$ cat src/rtl/reg_bank.sv
// 32 x 32-bit MIPS general-purpose register file with two combinational read ports.
// Writes and the synchronous reset take effect on the rising edge; reads are zero-cycle.
module reg_bank #(
  parameter logic [31:0] SP_RESET = 32'd227,
  parameter bit          BYPASS   = 1'b0,
  parameter bit          ZERO_REG = 1'b1
) (
  input  logic        clk,
  input  logic        reset,
  input  logic        RegWrite,
  input  logic [4:0]  ReadReg1,
  input  logic [4:0]  ReadReg2,
  input  logic [4:0]  WriteReg,
  input  logic [31:0] WriteData,
  output logic [31:0] ReadData1,
  output logic [31:0] ReadData2
);

  localparam int NREG   = 32;
  localparam int SP_IDX = 29;

  logic [31:0]     regs_q [NREG];
  logic [31:0]     regs_d [NREG];
  logic [NREG-1:0] wr_en;
  logic            byp_hit1;
  logic            byp_hit2;

  // Decode is qualified by RegWrite so an unknown WriteReg cannot touch storage when idle.
  always_comb begin
    for (int i = 0; i < NREG; i++) begin
      wr_en[i]  = RegWrite && (WriteReg == 5'(i)) && !(ZERO_REG && (i == 0));
      regs_d[i] = wr_en[i] ? WriteData : regs_q[i];
    end
  end

  always_ff @(posedge clk) begin
    if (!reset) begin
      for (int i = 0; i < NREG; i++) begin
        regs_q[i] <= (i == SP_IDX) ? SP_RESET : 32'd0;
      end
    end else begin
      for (int i = 0; i < NREG; i++) begin
        regs_q[i] <= regs_d[i];
      end
    end
  end

  always_comb begin
    byp_hit1 = BYPASS && RegWrite && reset && (WriteReg == ReadReg1);
    byp_hit2 = BYPASS && RegWrite && reset && (WriteReg == ReadReg2);
  end

  // The hardwired-zero check wins over write-through.
  always_comb begin
    if (ZERO_REG && (ReadReg1 == 5'd0)) begin
      ReadData1 = 32'd0;
    end else if (byp_hit1) begin
      ReadData1 = WriteData;
    end else begin
      ReadData1 = regs_q[ReadReg1];
    end
  end

  always_comb begin
    if (ZERO_REG && (ReadReg2 == 5'd0)) begin
      ReadData2 = 32'd0;
    end else if (byp_hit2) begin
      ReadData2 = WriteData;
    end else begin
      ReadData2 = regs_q[ReadReg2];
    end
  end

endmodule

$ cat config.mk
export PLATFORM = sky130hd
export DESIGN_NAME = reg_bank
export DESIGN_NICKNAME = d
export VERILOG_FILES = /design/src/rtl/reg_bank.sv
export SDC_FILE = /design/constraint.sdc
export NUM_CORES = 2
export LEC_CHECK = 0
export CORE_ASPECT_RATIO = 1.4
export CORE_UTILIZATION = 45
export CTS_CLUSTER_SIZE = 10
export DETAILED_ROUTE_END_ITERATION = 7
export PLACE_DENSITY_LB_ADDON = 0.05
export SLEW_MARGIN = 0
export SYNTH_ARGS = -nofsm -noshare
export SYNTH_HDL_FRONTEND = slang
export SYNTH_SLANG_ARGS = --single-unit
export TNS_END_PERCENT = 1
$ cat constraint.sdc
create_clock -name clk -period 4.1 [get_ports clk]
set_input_delay 0.82 -clock clk [delete_from_list [all_inputs] [get_ports clk]]
set_output_delay 0.82 -clock clk [all_outputs]
set_load 0.1 [all_outputs]
# Yosys cells after proc, flatten, opt, wreduce, memory -nomap -nowiden

Memories as Yosys holds them, arrays and structs flattened.
Cells that the tools add are included.

Word-level logic and storage cells: 228
Register bits after elaboration: 0
Memories: 1
Input port bits: 50
RAM bits: 1,024

Memories:

| name   | depth | width | rd ports | clocked after memory_dff | write ports | line | text |
|---|---|---|---|---|---|---|---|
| regs_q | 32    | 32    | 2        | 0                        | 32          | 22   | `logic [31:0] regs_q [NREG];` |

Reduce and logical (&&, ||, !) cells: 65
Multiplexer cells: 67
Equal/unequal tests: 63
Bitwise gates (word level): 32

Operators by type and width:

| kind               | count |
|---|---|
| $mux 32            | 65 |
| $eq 5x5->1 const B | 16 |
| $reduce_and 2->1   | 32 |
| $eq 5x4->1 const B | 8 |
| $or 1x1->1         | 32 |
| $logic_and 1x1->1  | 31 |
| $ne 1x1->1 const B | 31 |
| $eq 5x3->1 const B | 4 |
| $eq 5x2->1 const B | 2 |
| $logic_not 5->1    | 2 |
| $eq 5x1->1 const B | 1 |
| $mux 1             | 2 |
| $ne 0x0->1         | 1 |

# Longest topological paths before layout

Depth in word-level cells: 5
Gate-level depth with buffers: 9
Depth with buffers taken out: 4

# Worst setup path before layout

No wires, ideal clock.

Kind: in2out
From: in ReadReg1[1]
To: out ReadData1[31]
Path slack: -1.286 ns
Required time: 3.280 ns
Stages: 6
Arrival: 4.566 ns
Cell sequence: buf_2 > buf_2 > buf_2 > mux4_2 > o22ai_1 > nor4_1

Cells in the longest elaborated chain, start to end: 2
Elaborated cells on any way between the ends: 3

Ends and longest elaborated chain:

| what                                                    | line | text |
|---|---|---|
| start: declaration                                      | 11   | `input logic [4:0] ReadReg1,` |
| $mem_v2 32x32 / $logic_not 5->1 (equally long branches) | --   |  |
| $mux 32 *                                               | 55   | `if (ZERO_REG && (ReadReg1 == 5'd0)) begin` |
| end: declaration                                        | 15   | `output logic [31:0] ReadData1,` |

Mark *: on every way between the ends. The rest lies on a longest branch, timed or not.

# Worst setup path in the final report

From: in ReadReg1[0]
To: out ReadData1[26]

Same word-level chain as after synthesis.

==> run metrics <==
outcome complete, but fails checks; failing checks DRC; WL/cell 37.1 um; largest net degree at the start of global routing 67; RSZ-0062 raised after global routing false; setup TNS 0 ps; share of layout cells above drive strength 1 27.0%; largest register by flop count regs_q; CP Capture Type primary output; Port Buffers 113; Starting Density 45.4%; Peak VDD IR around 370 uV; critical path fanouts, max 24; Final Max Slew Viols 0; Register Area 29800 sq um; vias per inst around 6.7; Fmax 256 MHz; vias 33.1k; CTS Root Buffer Type clkbuf_16; gpl congestion just under 0.9; Pwr per Cell Area between 400 and 500 nW/um^2; Synthesized Nets 3326; Fin. Hold Viols 0; # placed instances 4778; max reg flops 992; floorplan row count 143; htree depth 3; top cells by count, synth edfxtp_1 (992), nor2_1 (551), mux4_2 (305); top-count cell post-synth edfxtp_1; post-synth cell types 47; synthesized cell area 49200 sq um; chip width 281 um; CP arrival 3080 ps; Critical Path RT 3280 ps; largest registers regs_q (992); worst-case clock buffer depth 3; Reg clk slew, reported paths about 60 ps; first-pass GRT wire length 255000 um; Fill cells 9022; CTS tree built; nets 3490; number of CTS-inserted buffers 110; initial DRC count 4031; final WL 182000 um; core footprint 108000 sq um; mean area per synthesized cell 15.0 sq um; die height ~390 um; #FFs+latches synth 992; YS warnings 0; worst min path class primary input to register; worst-margin pin slew roughly 940 ps; area delta synth->final 16.0%; area share of the largest cell type after synthesis 60.6%; gr usage total 33.3%; register area share after synthesis 60.6%; antenna violations before repair 11; Post-synth ARST share 0%; full die area 111000 sq um; vias in the first global route 34.2k; largest cells by area after synthesis edfxtp_1 (61%), mux4_2 (14%), nor2_1 (4.2%); crit path kind primary input to primary output; Top Ports 114; top_reg_cell synth edfxtp_1; post-synth top area cell edfxtp_1; Final min period 3900 ps; # setup viols final 0; Final period util a little over nine tenths; EDFF count, synth 992; Congestion Overflow GR 0; startpoint types primary input; drc violations 1; cells after synthesis 3276; First-pass DRT Iterations 8; area occupied by multi-input gates 17900 sq um; relative slew slack 37.2%; clock sink count 992; Detail Route Antenna Nets 0; final cell count without fillers 4910; Leak 19.5 nW; hpwl dp about 110000 um; maxcap violations 0
==> worst paths after layout <==
check / start / end / cells after the start
max: ReadReg1[0] / ReadData1[26] / 7
min: reset / regs_q[29][7] / 2
==> logic make-up (layout without fill, tap and decap cells) <==
logic type / count (synthesis) / in the layout / share of synthesized area [%]
muxes: 645 / 645 / 21.9
other: 0 / 4 / 0
buffers and inverters: 366 / 546 / 3.65
and+or+nand+nor: 851 / 851 / 7.66
AOI/OAI and AO/OA: 422 / 422 / 6.18
DFF: 992 / 992 / 60.6
==> timing repair <==
| item | 4_1_cts | 5_1_grt |
|---|---|---|
| hold endpoints to repair | 0 | 0 |
| setup buffers | 0 | 0 |
| endpoints found under the setup margin | 0 | 12 |
| resized for setup | 0 | 3 |
| hold buffers | 0 | 0 |
==> through the flow <==
step                utilization, %  hold WS, ps  setup slack (ps)  instance area, sq um  total power [mW]
global placement              49.9         1310              43.8                 54100              16.8
global route                  52.6          599               172                 57000              26.1
CTS                           52.6          569              16.0                 57000              25.5
detailed placement            49.9         1320              32.6                 54100              16.9
floorplan                        -          998              -994                 49200              15.0
finish                        52.6          611               197                 57100              25.4
==> worst max-delay path: stages <==
cell,delay (ps)
buf_8,190
and2_2,460
a22oi_1,290
o211ai_1,150
a221oi_1,680
buf_4,260
buf_12,170
==> layout by cell type, fill, tap and decap left out, types with 5 or more instances in the layout <==
master / netlist / final
inv_1: 60 / 60
clkdlybuf4s50_1: 0 / 39
a22oi_1: 115 / 115
buf_4: 39 / 187
clkbuf_1: 173 / 6
o21ai_4: 0 / 14
nand4_1: 27 / 27
a211oi_1: 28 / 28
o22ai_1: 71 / 71
o21ai_0: 39 / 25
buf_12: 3 / 123
mux2_2: 125 / 125
mux2i_1: 193 / 193
nand3_1: 13 / 8
nand3_2: 0 / 5
edfxtp_1: 992 / 992
nand2_1: 76 / 47
nor2_1: 551 / 550
o221ai_1: 31 / 31
a21oi_1: 31 / 31
a221oi_1: 63 / 63
mux4_2: 305 / 305
mux4_1: 22 / 22
nand2_2: 0 / 29
or3_1: 56 / 56
clkbuf_16: 0 / 113
o211ai_1: 31 / 31
nor2b_1: 62 / 58
nand2b_1: 46 / 42
==> power by group <==
part	leakage, nW	switching [mW]	internal (mW)	total [mW]
logic	8.57	2.72	1.70	4.43
clock network	1.44	3.83	4.89	8.72
registers	9.52	0.354	11.9	12.3
total	19.5	6.91	18.5	25.4
==> final cells by class <==
cell class	instances	share of cell area, %
well taps	1450	3.18
repair buffers	358	7.66
multi-input cells	1918	31.4
flip-flops and latches	992	52.2
inverters	60	0.395
diodes	4	0.0175
clock buffers	119	5.00
clock inverters	9	0.140
==> per-layer routing <==
layer	track usage, %	vias to the layer above	part of all wire [%]
met5	0	-	0.027
met4	17.0	8	5.4
met3	6.88	477	8.9
met2	54.6	1976	49
met1	41.8	17412	37
li1	-	13216	-
No activity file was read; power rests on OpenSTA's default activity.
